[config.mk]
export PLATFORM = sky130hd
export DESIGN_NAME = int_arbiter
export DESIGN_NICKNAME = d
export VERILOG_FILES = /design/src/rtl/int_arbiter.sv
export SDC_FILE = /design/constraint.sdc
export NUM_CORES = 1
export LEC_CHECK = 0
export CAP_MARGIN = 20
export CORE_MARGIN = 2
export CORE_UTILIZATION = 44
export CTS_CLUSTER_DIAMETER = 120
export DETAILED_ROUTE_END_ITERATION = 8
export PLACE_DENSITY = 0.88
export RECOVER_POWER = 50
export SYNTH_ARGS = -nofsm -noshare
export SYNTH_HDL_FRONTEND = slang
export SYNTH_SLANG_ARGS = --single-unit
[constraint.sdc]
create_clock -name clk -period 2.4 [get_ports clk]
set_clock_uncertainty 0.1 [all_clocks]
set_input_delay 0.24 -clock clk [delete_from_list [all_inputs] [get_ports clk]]
set_output_delay 0.24 -clock clk [all_outputs]
set_load 0.02 [all_outputs]
[src/rtl/int_arbiter.sv]
// int_arbiter: prioritised interrupt arbiter for the single-cycle CPU.
// Latches rising edges on four request lines, filters them through a
// software mask and a global enable, picks one by fixed or round-robin
// priority and hands the control unit a one-cycle pulse plus ISR vector.
// No new grant is made until the control unit reports end of service,
// so ISRs never nest.
module int_arbiter #(
   parameter logic [9:0] VEC_BASE   = 10'h3C0,
   parameter logic [9:0] VEC_STRIDE = 10'd16,
   parameter bit         RR         = 1'b0,
   parameter logic [3:0] MASK_RST   = 4'b1111
) (
   input  logic       clk,
   input  logic       reset,
   input  logic       intPort1,
   input  logic       intPort2,
   input  logic       intPort3,
   input  logic       intPort4,
   input  logic       ie,
   input  logic       we_mask,
   input  logic [3:0] mask_in,
   input  logic       clr_lost,
   input  logic       finInterrup,
   output logic       interruptionToUC,
   output logic [9:0] vector,
   output logic [1:0] active_id,
   output logic       in_service,
   output logic [3:0] pending,
   output logic [3:0] mask,
   output logic [3:0] lost
);

   // Encoding chosen so each output is a single state bit:
   // bit 1 = in service, bit 0 = take-interrupt pulse.
   typedef enum logic [1:0] {
      ST_IDLE    = 2'b00,
      ST_ISSUE   = 2'b11,
      ST_SERVICE = 2'b10
   } state_t;

   state_t     r_state;
   state_t     w_state_next;

   logic [3:0] w_lines;
   logic [3:0] r_prev;
   logic [3:0] r_pending;
   logic [3:0] r_mask;
   logic [3:0] r_lost;
   logic [3:0] w_edge;
   logic [3:0] w_cand;
   logic [3:0] w_clear;
   logic [1:0] r_last;
   logic [1:0] r_active_id;
   logic [1:0] w_base;
   logic [1:0] w_winner;
   logic       w_found;
   logic       w_grant;
   logic [9:0] r_vector;
   logic [9:0] w_vector;

   assign w_lines = {intPort4, intPort3, intPort2, intPort1};
   assign w_edge  = w_lines & ~r_prev;
   assign w_cand  = r_pending & r_mask;
   assign w_grant = (r_state == ST_IDLE) && ie && (w_cand != 4'b0000);

   // Round-robin starts the search just after the previous winner;
   // fixed priority always starts at port1.
   assign w_base  = RR ? (r_last + 2'd1) : 2'd0;

   // Pick the first candidate walking upward (with wrap) from w_base.
   always_comb begin
      // NOTE: every signal driven here gets a default first, so no path
      // through the block leaves it unassigned and no latch is inferred.
      w_winner = 2'd0;
      w_found  = 1'b0;
      for (int i = 0; i < 4; i++) begin
         if (!w_found && w_cand[w_base + 2'(i)]) begin
            w_winner = w_base + 2'(i);
            w_found  = 1'b1;
         end
      end
   end

   assign w_clear  = w_grant ? (4'b0001 << w_winner) : 4'b0000;
   assign w_vector = VEC_BASE + 10'(w_winner) * VEC_STRIDE;

   // State register.
   always_ff @(posedge clk) begin
      // NOTE: reset is sampled on the clock edge like any other input,
      // so it sits inside the clocked branch rather than in the sensitivity list.
      if (reset) begin
         r_state <= ST_IDLE;
      end else begin
         r_state <= w_state_next;
      end
   end

   // Next-state logic: grant from IDLE, one ISSUE cycle, hold until return.
   always_comb begin
      w_state_next = r_state;
      case (r_state)
         ST_IDLE:    if (w_grant) w_state_next = ST_ISSUE;
         ST_ISSUE:   w_state_next = ST_SERVICE;
         ST_SERVICE: if (finInterrup) w_state_next = ST_IDLE;
         default:    w_state_next = ST_IDLE;
      endcase
   end

   // Outputs decoded straight from state bits; no input reaches them.
   always_comb begin
      interruptionToUC = r_state[0];
      in_service       = r_state[1];
   end

   // Request bookkeeping, mask, and the vector/id latched at grant time.
   always_ff @(posedge clk) begin
      // NOTE: sequential state uses non-blocking assignments so every
      // register sees the pre-edge values of the others.
      if (reset) begin
         r_prev      <= 4'b0000;
         r_pending   <= 4'b0000;
         r_lost      <= 4'b0000;
         r_mask      <= MASK_RST;
         r_last      <= 2'd3;
         r_active_id <= 2'd0;
         r_vector    <= 10'd0;
      end else begin
         r_prev    <= w_lines;
         // A fresh edge on the winner's line re-arms it in the same cycle.
         r_pending <= (r_pending & ~w_clear) | w_edge;
         r_lost    <= (clr_lost ? 4'b0000 : r_lost) | (w_edge & r_pending);
         if (we_mask) begin
            r_mask <= mask_in;
         end
         if (w_grant) begin
            r_last      <= w_winner;
            r_active_id <= w_winner;
            r_vector    <= w_vector;
         end
      end
   end

   assign vector    = r_vector;
   assign active_id = r_active_id;
   assign pending   = r_pending;
   assign mask      = r_mask;
   assign lost      = r_lost;

endmodule

==> results.yml, run 1 <==
detailed_routing:
  dr_total_vias: 767
  drt_pass1_iterations: 4
  vias_per_inst: 4.854
  maxUsedRoutingLayer: "met3"
  detail_route.wirelength.met1_um: 769
  antenna_violating_nets_post_route: 0
  met2RoutedLength_um: 901
  drc: 0
  wl_met3_um: 112
  total_routed_wirelength_um: 1783
  routed_wire_length_per_instance_um: 11.28
  drt_iter0_drc: 8
cells_and_area:
  areaGrowthSynthToFinish_pct: 35.91
  insertedDiodeCount: 0
  finalNetCount: 149
  final_core_utilization_pct: 63.97
  drive_above_1_share_pct: 3.053
global_route:
  grt_antenna_before_repair: 0
  overflow: 0
  gr-usage-all-layers_pct: 16.10
  largest_net_degree_at_the_start_of_global_routing: 22
  wire_length_of_the_first_global_routing_pass_um: 3105
  via_count_of_the_first_global_routing_pass: 751
synth:
  ys_types: 23
  synth.cell_area_um2: 923.4
  yosysWarnings: 0
  synth_top_area_cell: "sky130_fd_sc_hd__dfxtp_1"
  synth.ff_latch_count: 21
  synth_area_per_cell_um2: 9.142
  synth.yosys.seq_area_share_pct: 45.53
  synthTopCellsByArea: "sky130_fd_sc_hd__dfxtp_1 (46%), sky130_fd_sc_hd__nor2b_1 (8.8%), sky130_fd_sc_hd__buf_4 (7.3%), sky130_fd_sc_hd__a21oi_1 (5.4%), sky130_fd_sc_hd__ha_1 (4.1%)"
  synthesis.instances: 101
  synth_top_area_share_pct: 45.53
job:
  maxCapViolCount: 0
sta:
  timing.max_slew.rel_slack_pct: 51.55
  finalSetupTns_ps: 0
  setup_repair_after_global_routing_missed_its_margin: "no"
  clock.fmax_mhz: 580.4
  post-route-period-util_pct: 71.79
  timing.final.crit_period_ps: 1723
  timing.final.hold_violations: 0
  smallest_hold_slack_ps: 382.7
  worst-slew-pin-transition_ps: 724.3
  finalSetupViolCount: 0
  timing_max_transition_violations_final: 0
floorplanning:
  rows: 16
  core_area_um2: 1962
  initial_core_util_pct: 47.07
  die-width_um: 49.81
  i_o_pins: 40
  dieHeight_um: 49.81
  die_footprint_um2: 2481
clocking:
  clockRootBuffer: "sky130_fd_sc_hd__clkbuf_4"
  numCtsBuffers: 3
  post_cts_buffers: 0
  cts.reportedPaths.clkPinSlew_ps: 110
  worst_skew_pair_later_pin_latency_ps: 300
  tritoncts: "yes"
  cts.path.max_buffers: 2
  cts_num_sinks: 21
  cts-htree-levels: 1
  cts_hold_buffers: 0
  postCtsResizedCells: 0
critical_path:
  timing.critical_path.slowest_cell_delay_ps: 640
  crit_path_cell_trace: "clkdlybuf4s50_1"
  worst_ep_arrival_time_ps: 1380
  worstSetupEndpointType: "output port"
  critical_path_peak_fanout: 6
  critPathLaunchType: "register"
  critical_path.slowest_cell: "sky130_fd_sc_hd__clkdlybuf4s50_1"
  timing.critical_path.buf_inv: 1
  crit_family: "buffers and inverters"
  worstPathRequired_ps: 2060
  worstSetupPathType: "reg -> out"
power:
  cell_leakage_power_nw: 0.4930
  vdd_ir_drop_max_mv: 0.5846
  pwr_density_cell_nw_per_um2: 787.4
placement:
  globalplace.congestion: 0.8289
  placement.io_buffers: 35
  detailed_place_hpwl_um: 1423
run_status:
  outcome: "completed"
min_path:
  hp-class: "reg -> reg"
[cells by family (layout without fill, tap and decap cells)]
logic type                 count (synthesis)  after routing  synth area share (%)
buffers and inverters                     16             43                 10.16
adders and majority gates                  3              3                 4.065
and+or+nand+nor                           37             37                 21.14
DFF                                       21             21                 45.53
AOI/OAI and AO/OA                         22             22                 17.62
other                                      1              4                0.4061
muxes                                      1              1                 1.084
[flip-flops by register name (all words and copies together), names as in the netlist]
signal / flops
lost: 4
r_state: 2
active_id: 1
r_prev: 4
pending: 4
mask: 4
vector: 2
[Yosys cell counts]
cell	count
sky130_fd_sc_hd__buf_4	9
sky130_fd_sc_hd__conb_1	1
sky130_fd_sc_hd__a211o_1	4
sky130_fd_sc_hd__o311a_4	1
sky130_fd_sc_hd__nand4_1	2
sky130_fd_sc_hd__inv_1	4
sky130_fd_sc_hd__a22o_1	2
sky130_fd_sc_hd__a21oi_1	10
sky130_fd_sc_hd__nand3_1	1
sky130_fd_sc_hd__nor2b_1	13
sky130_fd_sc_hd__ha_1	3
sky130_fd_sc_hd__dfxtp_1	21
sky130_fd_sc_hd__a31oi_1	1
sky130_fd_sc_hd__nand2_1	7
sky130_fd_sc_hd__mux2i_1	1
sky130_fd_sc_hd__and2_1	2
sky130_fd_sc_hd__nand2b_1	5
sky130_fd_sc_hd__a22oi_1	1
sky130_fd_sc_hd__clkbuf_1	3
sky130_fd_sc_hd__o21ai_0	1
sky130_fd_sc_hd__a211oi_2	1
sky130_fd_sc_hd__a211oi_1	1
sky130_fd_sc_hd__nor2_1	7
[final timing paths]
| path | slack, ps | cells past startpoint | start | end |
|---|---|---|---|---|
| setup / recovery | 680 | 1 | pending[0]$_SDFF_PP0_ | pending[0] |
| hold / removal | 380 | 2 | lost[1]$_SDFF_PP0_ | lost[1]$_SDFF_PP0_ |
| setup reg to reg | 850 | 6 | r_state[0]$_SDFFE_PP0P_ | pending[3]$_SDFF_PP0_ |
| hold reg to reg | 380 | 2 | lost[1]$_SDFF_PP0_ | lost[1]$_SDFF_PP0_ |
[report_power, final]
| part | switching, mW | internal [mW] |
|---|---|---|
| combinational | 0.206 | 0.191 |
| sequential | 0.0389 | 0.391 |
| clock | 0.0967 | 0.0647 |
| total | 0.341 | 0.647 |
[layout make-up]
class / instances / area (µm²)
timing repair buffer: 35 / 350.3
sequential: 21 / 420.4
tap: 27 / 33.78
clock buffer: 4 / 26.28
multi-input combinational: 67 / 409.1
inverter: 4 / 15.01
fill: 190 / 706.9
[cells in the final DEF, fill, tap and decap left out]
cell type,Yosys,routed
sky130_fd_sc_hd__and2_1,2,1
sky130_fd_sc_hd__a211oi_2,1,1
sky130_fd_sc_hd__dlygate4sd3_1,0,3
sky130_fd_sc_hd__a22oi_1,1,1
sky130_fd_sc_hd__o311a_1,0,1
sky130_fd_sc_hd__a211oi_1,1,1
sky130_fd_sc_hd__conb_1,1,4
sky130_fd_sc_hd__nand2b_1,5,5
sky130_fd_sc_hd__a22o_1,2,2
sky130_fd_sc_hd__ha_1,3,3
sky130_fd_sc_hd__nor2_1,7,7
sky130_fd_sc_hd__nand4_1,2,2
sky130_fd_sc_hd__nand2_1,7,7
sky130_fd_sc_hd__clkbuf_4,0,3
sky130_fd_sc_hd__mux2i_1,1,1
sky130_fd_sc_hd__inv_1,4,4
sky130_fd_sc_hd__dfxtp_1,21,21
sky130_fd_sc_hd__a31oi_1,1,1
sky130_fd_sc_hd__clkbuf_1,3,1
sky130_fd_sc_hd__nor2b_1,13,13
sky130_fd_sc_hd__and2_0,0,1
sky130_fd_sc_hd__nand3_1,1,1
sky130_fd_sc_hd__a211o_1,4,4
sky130_fd_sc_hd__clkdlybuf4s50_1,0,32
sky130_fd_sc_hd__a21oi_1,10,10
sky130_fd_sc_hd__o21ai_0,1,1
[metrics by stage]
| stage | instances | instance area [µm²] | worst slack (ps) | power, mW |
|---|---|---|---|---|
| 2_1_floorplan | 104 | 934.6 | 869.7 | 0.7168 |
| 3_3_place_gp | 154 | 1240 | 749.0 | 0.8364 |
| 3_5_place_dp | 154 | 1240 | 718.9 | 0.8569 |
| 4_1_cts | 158 | 1266 | 668.0 | 1.019 |
| 5_1_grt | 158 | 1255 | 602.7 | 1.057 |
| 6_report | 158 | 1255 | 677.0 | 0.9881 |
[worst min-delay path: stages, from the launching register on]
cell and delay (ps):
sky130_fd_sc_hd__dfxtp_1 330, sky130_fd_sc_hd__nand2b_1 60, sky130_fd_sc_hd__a21oi_1 60
[per-layer routing]
| metal | global-route usage, % | vias up |
|---|---|---|
| li1 | - | 386 |
| met1 | 17.27 | 343 |
| met2 | 29.56 | 38 |
| met3 | 6.061 | 0 |
| met4 | 3.704 | 0 |
| met5 | 0 | - |
Note: power is estimated with default switching activity, not from simulation.
==> run 2, diff against run 1 <==
--- a/config.mk
+++ b/config.mk
@@ -7,10 +7,10 @@
 export LEC_CHECK = 0
 export CAP_MARGIN = 20
 export CORE_MARGIN = 2
-export CORE_UTILIZATION = 44
+export CORE_UTILIZATION = 37
 export CTS_CLUSTER_DIAMETER = 120
 export DETAILED_ROUTE_END_ITERATION = 8
-export PLACE_DENSITY = 0.88
+export PLACE_DENSITY = 0.79
 export RECOVER_POWER = 50
 export SYNTH_ARGS = -nofsm -noshare
 export SYNTH_HDL_FRONTEND = slang
==> constraint.sdc (replaced) <==
create_clock -name clk -period 1.45 [get_ports clk]
set_clock_uncertainty 0.1 [all_clocks]
set_input_delay 0.145 -clock clk [delete_from_list [all_inputs] [get_ports clk]]
set_output_delay 0.145 -clock clk [all_outputs]
set_load 0.02 [all_outputs]
==> run 2 against run 1 <==
Effect of this change: count of clock-buffer cells in the layout is the same; worst setup slack lost 640 ps; core utilization shrank 8.7 points.
==> results.yml, run 2 (same netlist as run 1, synthesis figures left out) <==
floorplanning:
  initial_core_util_pct: 38.32
  dieHeight_um: 53.96
  core_area_um2: 2410
  i_o_pins: 40
  rows: 18
  die_footprint_um2: 2911
  die-width_um: 53.96
critical_path:
  setup.worst_path.start: "mask[0]$_SDFFE_PP1P_"
  worst-r2r-cell-count: 4
  worstPathRequired_ps: 1560
  timing.critical_path.buf_inv: 0
  worstSetupEndpoint: "r_state[0]$_SDFFE_PP0P_"
  critical_path_peak_fanout: 4
  critical_path.slowest_cell: "sky130_fd_sc_hd__o311a_4"
  worstSetupEndpointType: "register"
  worstSetupPathDepth: 4
  critPathLaunchType: "register"
  worst_ep_arrival_time_ps: 1530
  timing.critical_path.slowest_cell_delay_ps: 390
  worstSetupPathType: "reg -> reg"
  regToRegEndpoint: "r_state[0]$_SDFFE_PP0P_"
  crit_family: "compound AO/OA/AOI/OAI gates"
  crit_path_cell_trace: "a22o_1 > o311a_4 > mux2i_1 > nor2_1"
  rrSetupSlack_ps: 40
  reg2reg_from: "mask[0]$_SDFFE_PP1P_"
global_route:
  via_count_of_the_first_global_routing_pass: 840
  overflow: 0
  largest_net_degree_at_the_start_of_global_routing: 22
  gr-usage-all-layers_pct: 16.02
  wire_length_of_the_first_global_routing_pass_um: 3367
  grt_antenna_before_repair: 0
cells_and_area:
  stdcell_count: 168
  areaGrowthSynthToFinish_pct: 44.31
  drive_above_1_share_pct: 15.94
  finalNetCount: 156
  layout.cells.most_common: "sky130_fd_sc_hd__dlygate4sd2_1"
  insertedDiodeCount: 0
  layout_common_cells: "sky130_fd_sc_hd__dlygate4sd2_1 (22), sky130_fd_sc_hd__dfxtp_1 (16), sky130_fd_sc_hd__nor2b_1 (13), sky130_fd_sc_hd__clkdlybuf4s50_1 (11), sky130_fd_sc_hd__a21oi_1 (10)"
sta:
  timing_max_transition_violations_final: 0
  fin_ws_ps: 38.99
  finalSetupTns_ps: 0
  clock.fmax_mhz: 708.7
  post-route-period-util_pct: 97.31
  finalSetupViolCount: 0
  setup_repair_after_global_routing_missed_its_margin: "yes"
  timing.final.crit_period_ps: 1411
  timing.final.hold_violations: 0
  smallest_hold_slack_ps: 306.0
clocking:
  numCtsBuffers: 3
  cts_num_sinks: 21
  cts.path.max_buffers: 2
  clockRootBuffer: "sky130_fd_sc_hd__clkbuf_4"
  worst_skew_pair_later_pin_latency_ps: 310
  cts.reportedPaths.clkPinSlew_ps: 110
  tritoncts: "yes"
  cts-htree-levels: 1
power:
  fin_total_pwr_mw: 1.759
  vdd_ir_drop_max_mv: 0.6899
  cell_leakage_power_nw: 0.5985
  pwr_density_cell_nw_per_um2: 1320
placement:
  preCtsSetupSlack_ps: -55.28
  globalplace.congestion: 0.7364
  placement.io_buffers: 35
  placed_cells_incl_taps: 161
  detailed_place_hpwl_um: 1499
detailed_routing:
  drt_iter0_drc: 6
  routed_wire_length_per_instance_um: 11.54
  drc: 0
  vias_per_inst: 4.798
  antenna_violating_nets_post_route: 0
  drt_pass1_iterations: 3
  dr_total_vias: 806
  total_routed_wirelength_um: 1938
run_status:
  outcome: "completed"
job:
  maxCapViolCount: 0
min_path:
  hp-class: "in -> reg"
-- run 2: final cells by class --
type / instances / area [µm²]
Inverter: 4 / 17.52
Tap cell: 30 / 37.54
Multi-Input combinational cell: 67 / 436.7
Clock buffer: 4 / 26.28
Fill cell: 233 / 1077
Sequential cell: 21 / 426.7
Timing Repair Buffer: 42 / 387.9
-- run 2: power breakdown --
part / internal [mW] / total, mW / switching (mW)
Combinational: 0.362 / 0.764 / 0.403
Sequential: 0.655 / 0.711 / 0.0564
Clock: 0.108 / 0.283 / 0.175
Total: 1.12 / 1.76 / 0.634
-- run 2: worst min-delay path by stage --
stage / start / endpoint / slack (ps) / cells after the start
floorplan: reset / r_prev[1]$_SDFF_PP0_ / 120 / 1
global placement: lost[1]$_SDFF_PP0_ / lost[1]$_SDFF_PP0_ / 360 / 2
detailed placement: lost[3]$_SDFF_PP0_ / lost[3]$_SDFF_PP0_ / 370 / 2
finish: intPort2 / r_prev[1]$_SDFF_PP0_ / 310 / 2
global route: intPort2 / r_prev[1]$_SDFF_PP0_ / 310 / 2
CTS: intPort2 / r_prev[1]$_SDFF_PP0_ / 300 / 2
-- run 2: metal layers --
metal / track usage (%) / part of all wire, % / vias to the layer above
met5: 0 / 0 / -
met4: 6.410 / 1.4 / 0
met3: 3.611 / 5.6 / 3
met2: 30.28 / 51 / 26
met1: 16.81 / 42 / 377
li1: - / - / 400
-- run 2: timing repair --
item                                    CTS  global route
hold buffers                              0             0
cloned                                    0             0
setup buffers                             2             1
pin swaps                                 1             2
endpoints found under the setup margin   27             6
resized for setup                        26             6
-- run 2: stage by stage --
| step | utilization [%] | cell area (µm²) |
|---|---|---|
| CTS | 54.36 | 1310 |
| floorplan | - | 939.7 |
| global route | 55.30 | 1333 |
| finish | 55.30 | 1333 |
| global placement | 53.53 | 1290 |
| detailed placement | 53.53 | 1290 |
-- run 2: worst reg2reg max path: stages, from the launching register on --
cell and delay, ps:
sky130_fd_sc_hd__dfxtp_2 350, sky130_fd_sc_hd__a22o_1 270, sky130_fd_sc_hd__o311a_4 390, sky130_fd_sc_hd__mux2i_1 160
sky130_fd_sc_hd__nor2_1 50
==> run 3, diff against run 2 <==
--- a/config.mk
+++ b/config.mk
@@ -6,6 +6,7 @@
 export NUM_CORES = 1
 export LEC_CHECK = 0
 export CAP_MARGIN = 20
+export CORE_ASPECT_RATIO = 1.1
 export CORE_MARGIN = 2
 export CORE_UTILIZATION = 37
 export CTS_CLUSTER_DIAMETER = 120
==> run 3 against run 2 <==
Effect of this change: hold slack better by 16 ps; core utilization rose by 2.8 points; non-clock buffer count is the same; flip-flop and latch count is the same; largest power group unchanged.
==> results.yml, run 3 (same netlist as run 1, synthesis figures left out) <==
floorplanning:
  core_area_um2: 2297
  die_footprint_um2: 2912
  rows: 18
  dieHeight_um: 56.40
  i_o_pins: 40
  die-width_um: 51.63
  initial_core_util_pct: 40.20
min_path:
  worstHoldStart: "mask_in[2]"
  hp-class: "in -> reg"
clocking:
  cts.reportedPaths.clkPinSlew_ps: 110
  cts-htree-levels: 1
  numCtsBuffers: 3
  tritoncts: "yes"
  cts_hold_buffers: 0
  cts.path.max_buffers: 2
  cts_num_sinks: 21
  clockRootBuffer: "sky130_fd_sc_hd__clkbuf_4"
  worst_skew_pair_later_pin_latency_ps: 300
critical_path:
  worstPathRequired_ps: 1550
  worstSetupPathType: "reg -> reg"
  setup.worst_path.start: "r_state[0]$_SDFFE_PP0P_"
  reg2reg_from: "r_state[0]$_SDFFE_PP0P_"
  rrSetupSlack_ps: 70
  critical_path_peak_fanout: 3
  critPathLaunchType: "register"
  worst_ep_arrival_time_ps: 1480
  worstSetupEndpointType: "register"
power:
  vdd_ir_drop_max_mv: 0.8117
  fin_total_pwr_mw: 1.741
  pwr_density_cell_nw_per_um2: 1305
  cell_leakage_power_nw: 0.5992
sta:
  setup_repair_after_global_routing_missed_its_margin: "yes"
  post-route-period-util_pct: 94.92
  smallest_hold_slack_ps: 322.4
  finalSetupViolCount: 0
  timing_max_transition_violations_final: 0
  timing.final.hold_violations: 0
  timing.final.crit_period_ps: 1376
  clock.fmax_mhz: 726.5
detailed_routing:
  routed_wire_length_per_instance_um: 11.15
  dr_total_vias: 802
  antenna_violating_nets_post_route: 0
  total_routed_wirelength_um: 1874
  vias_per_inst: 4.774
  drt_pass1_iterations: 6
  drc: 0
  drt_iter0_drc: 11
cells_and_area:
  areaGrowthSynthToFinish_pct: 44.44
  finalNetCount: 156
  layout_common_cells: "sky130_fd_sc_hd__dlygate4sd2_1 (22), sky130_fd_sc_hd__dfxtp_1 (15), sky130_fd_sc_hd__nor2b_1 (13), sky130_fd_sc_hd__a21oi_1 (9), sky130_fd_sc_hd__clkdlybuf4s50_1 (8)"
  drive_above_1_share_pct: 18.12
  insertedDiodeCount: 0
  layout.cells.most_common: "sky130_fd_sc_hd__dlygate4sd2_1"
global_route:
  gr-usage-all-layers_pct: 13.47
  largest_net_degree_at_the_start_of_global_routing: 22
  via_count_of_the_first_global_routing_pass: 716
  wire_length_of_the_first_global_routing_pass_um: 2987
  grt_antenna_before_repair: 0
  overflow: 0
placement:
  detailed_place_hpwl_um: 1452
  placement.io_buffers: 35
  globalplace.congestion: 0.7546
job:
  maxCapViolCount: 0
run_status:
  outcome: "completed"
-- run 3: cell count changes in the layout (fill, tap and decap cells not counted), sizes merged --
cell and delta:
dlygate4sd3 +3, clkbuf -1, clkinv +1, clkdlybuf4s50 -3
-- run 3: per-layer routing --
layer	up-vias	share of wire, %	GRT usage, %
met5	-	0	0
met4	0	0	4.511
met3	0	9.0	5.053
met2	34	48	22.16
met1	365	42	15.87
li1	403	-	-
-- run 3: critical path, stage by stage (launching register included) --
cell and delay, ps:
sky130_fd_sc_hd__dfxtp_2 350, sky130_fd_sc_hd__inv_2 80, sky130_fd_sc_hd__ha_4 140, sky130_fd_sc_hd__inv_2 30, sky130_fd_sc_hd__o311a_4 380, sky130_fd_sc_hd__nor2_1 140
sky130_fd_sc_hd__a211oi_2 60
-- run 3: cell type report --
cell class / count / area (µm²)
clock buffers: 3 / 22.52
clock inverters: 1 / 5.005
fillers: 217 / 963.4
inverters: 4 / 15.01
multi-input cells: 67 / 437.9
flip-flops and latches: 21 / 427.9
well taps: 30 / 37.54
repair buffers: 42 / 387.9
-- run 3: final timing paths --
path | end | cells after the start
worst max-delay path | r_state[1]$_SDFFE_PP0P_ | 6
worst min-delay path | mask[2]$_SDFFE_PP1P_ | 2
worst max register to register | r_state[1]$_SDFFE_PP0P_ | 6
worst min register to register | lost[1]$_SDFF_PP0_ | 2
-- run 3: through the flow --
stage / setup WS, ps / setup TNS, ps / utilization [%] / area [µm²] / cells
floorplan: 6.613 / 0 / - / 939.7 / 104
global placement: 9.368 / 0 / 56.48 / 1297 / 162
detailed placement: -16.03 / -30.86 / 56.48 / 1297 / 162
CTS: 15.42 / 0 / 56.64 / 1301 / 166
global route: -9.059 / -11.37 / 58.06 / 1334 / 168
finish: 73.61 / 0 / 58.06 / 1334 / 168
-- run 3: what timing repair did --
action	in CTS	in global routing
setup endpoints to repair	25	4
resized for setup	25	7
buffers inserted	0	2
pin swaps	0	1
-- run 3: report_power, final --
part / switching [mW] / internal, mW / leakage, nW
clock: 0.177 / 0.103 / 0.0177
sequential: 0.0522 / 0.655 / 0.174
combinational: 0.387 / 0.366 / 0.407
==> RTL edit: new RTL, flow settings as in run 3 <==
The parameter `RR` goes from 1'b0 to 1'b1.
--- a/src/rtl/int_arbiter.sv
+++ b/src/rtl/int_arbiter.sv
@@ -7,7 +7,7 @@
 module int_arbiter #(
    parameter logic [9:0] VEC_BASE   = 10'h3C0,
    parameter logic [9:0] VEC_STRIDE = 10'd16,
-   parameter bit         RR         = 1'b0,
+   parameter bit         RR         = 1'b1,
    parameter logic [3:0] MASK_RST   = 4'b1111
 ) (
    input  logic       clk,
Formal check against the unedited RTL: not equivalent (a bounded check fails within 10 cycles, from zero or initial values and one cycle with reset high).
==> RTL edit against run 3 <==
The flow now finishes with violations (setup timing); sequential power grew 15%; via count increased by 22%; routed wire length increased by 42%; power is 16% higher; worst setup slack got worse by 160 ps; sequential cell count is 2 higher; non-clock buffer count increased by 9; global-route usage rose by 3.3 points; synthesized area increased by 16%; design area is 19% higher; largest power group unchanged.
==> RTL edit: results (changes against run 3) <==
Power and ir drop
  – Leakage dissipation: 0.000710 uW (+19%)

Synth
  – Synth unique cells: 33 (+43%)
  – Gate Count Post-Synth: 118 (+17%)
  – Sequential share of the synthesized area: 0.429 (-0.0259)
  – Commonest cells post-synth: dfxtp_1, nor2_1, nor2b_1, a21oi_1, buf_4

Cells and area
  – Non-clock inverters: 7 (+3)
  – Multi-input gate share of total cell area: 0.355 (+0.0271)
  – Layout cells sized above 1: 0.280 (+0.0993)
  – Nonclk buf count: 51 (+21%)
  – Nets: 182 (+17%)
  – Multi-input gate count: 79 (+18%)
  – Fin cells: 197 (+17%)
  – Seq/total area: 0.307 (-0.0143)
  – # fillers: 278 (+28%)

Critical path
  – Reg2reg setup slack: -90 ps (-160 ps)
  – Crit path DAT: 1640 ps (+160 ps)
  – R2r startpoint: mask[1]

Run status
  – Status: finished with violations
  – Failing checks: setup timing

STA
  – Setup TNS Final: -278 ps (-278 ps)
  – # setup viols final: 7 (+7)
  – Post-route setup slack: -86.9 ps (-161 ps)

Place
  – Final Wtd Congestion: 0.817 (+8.2%)
  – Pre-CTS setup slack: -186 ps (-170 ps)

Detailed routing
  – DR iter-0 viols: 5 (-6)
  – Met2 wire length: 1410 um (+55%)
  – First drt pass iteration count: 4 (-2)
  – Top routing layer in use: met4

Hold path
  – Hold Path Origin: intPort2

Global routing
  – Global Route met1 Usage: 0.181 (+0.0222)
  – First-pass GRT wire length: 4440 um (+49%)
==> RTL edit: cell types whose count changed after synthesis, sizes merged, moves of 2 or more <==
cell | run 3 | this run
nand2b | 5 | 0
nor3 | 0 | 4
inv | 4 | 7
dfxtp | 21 | 23
mux2i | 1 | 5
nand4 | 2 | 0
a211o | 4 | 0
o21ai | 1 | 4
nor2 | 7 | 12
==> RTL edit: per-stage QoR <==
| stage | util | total power [uW] | instance area [sq um] |
|---|---|---|---|
| final | 0.577 | 2020 | 1590 |
| after global routing | 0.577 | 2150 | 1590 |
| after CTS | 0.570 | 2000 | 1570 |
| after detailed placement | 0.560 | 1750 | 1540 |
| after global placement | 0.560 | 1710 | 1540 |
| after floorplan | - | 1390 | 1120 |
==> RTL edit: power by group through the flow <==
stage | combinational, uW | sequential, uW | clock (uW)
final | 904 | 812 | 302
after global routing | 988 | 826 | 336
after CTS | 887 | 811 | 303
after detailed placement | 917 | 830 | 0
after global placement | 882 | 824 | 0
after floorplan | 483 | 903 | 0
==> RTL edit: repair_timing <==
| action | CTS | global route |
|---|---|---|
| pin swaps | 6 | 4 |
| buffers inserted | 2 | 0 |
| endpoints found under the hold margin | 0 | 0 |
| resized for setup | 28 | 6 |
| endpoints found under the setup margin | 31 | 12 |
==> RTL edit: kinds of logic after synthesis <==
| family | after synthesis | share of synthesized area |
|---|---|---|
| AO/OA/AOI/OAI | 27 | 0.181 |
| AND/OR/NAND/NOR | 40 | 0.207 |
| other | 1 | 0.00350 |
| buffers and inverters | 19 | 0.0980 |
| multiplexers | 5 | 0.0467 |
| flip-flops | 23 | 0.429 |
| adder cells (fa/ha/maj) | 3 | 0.0350 |
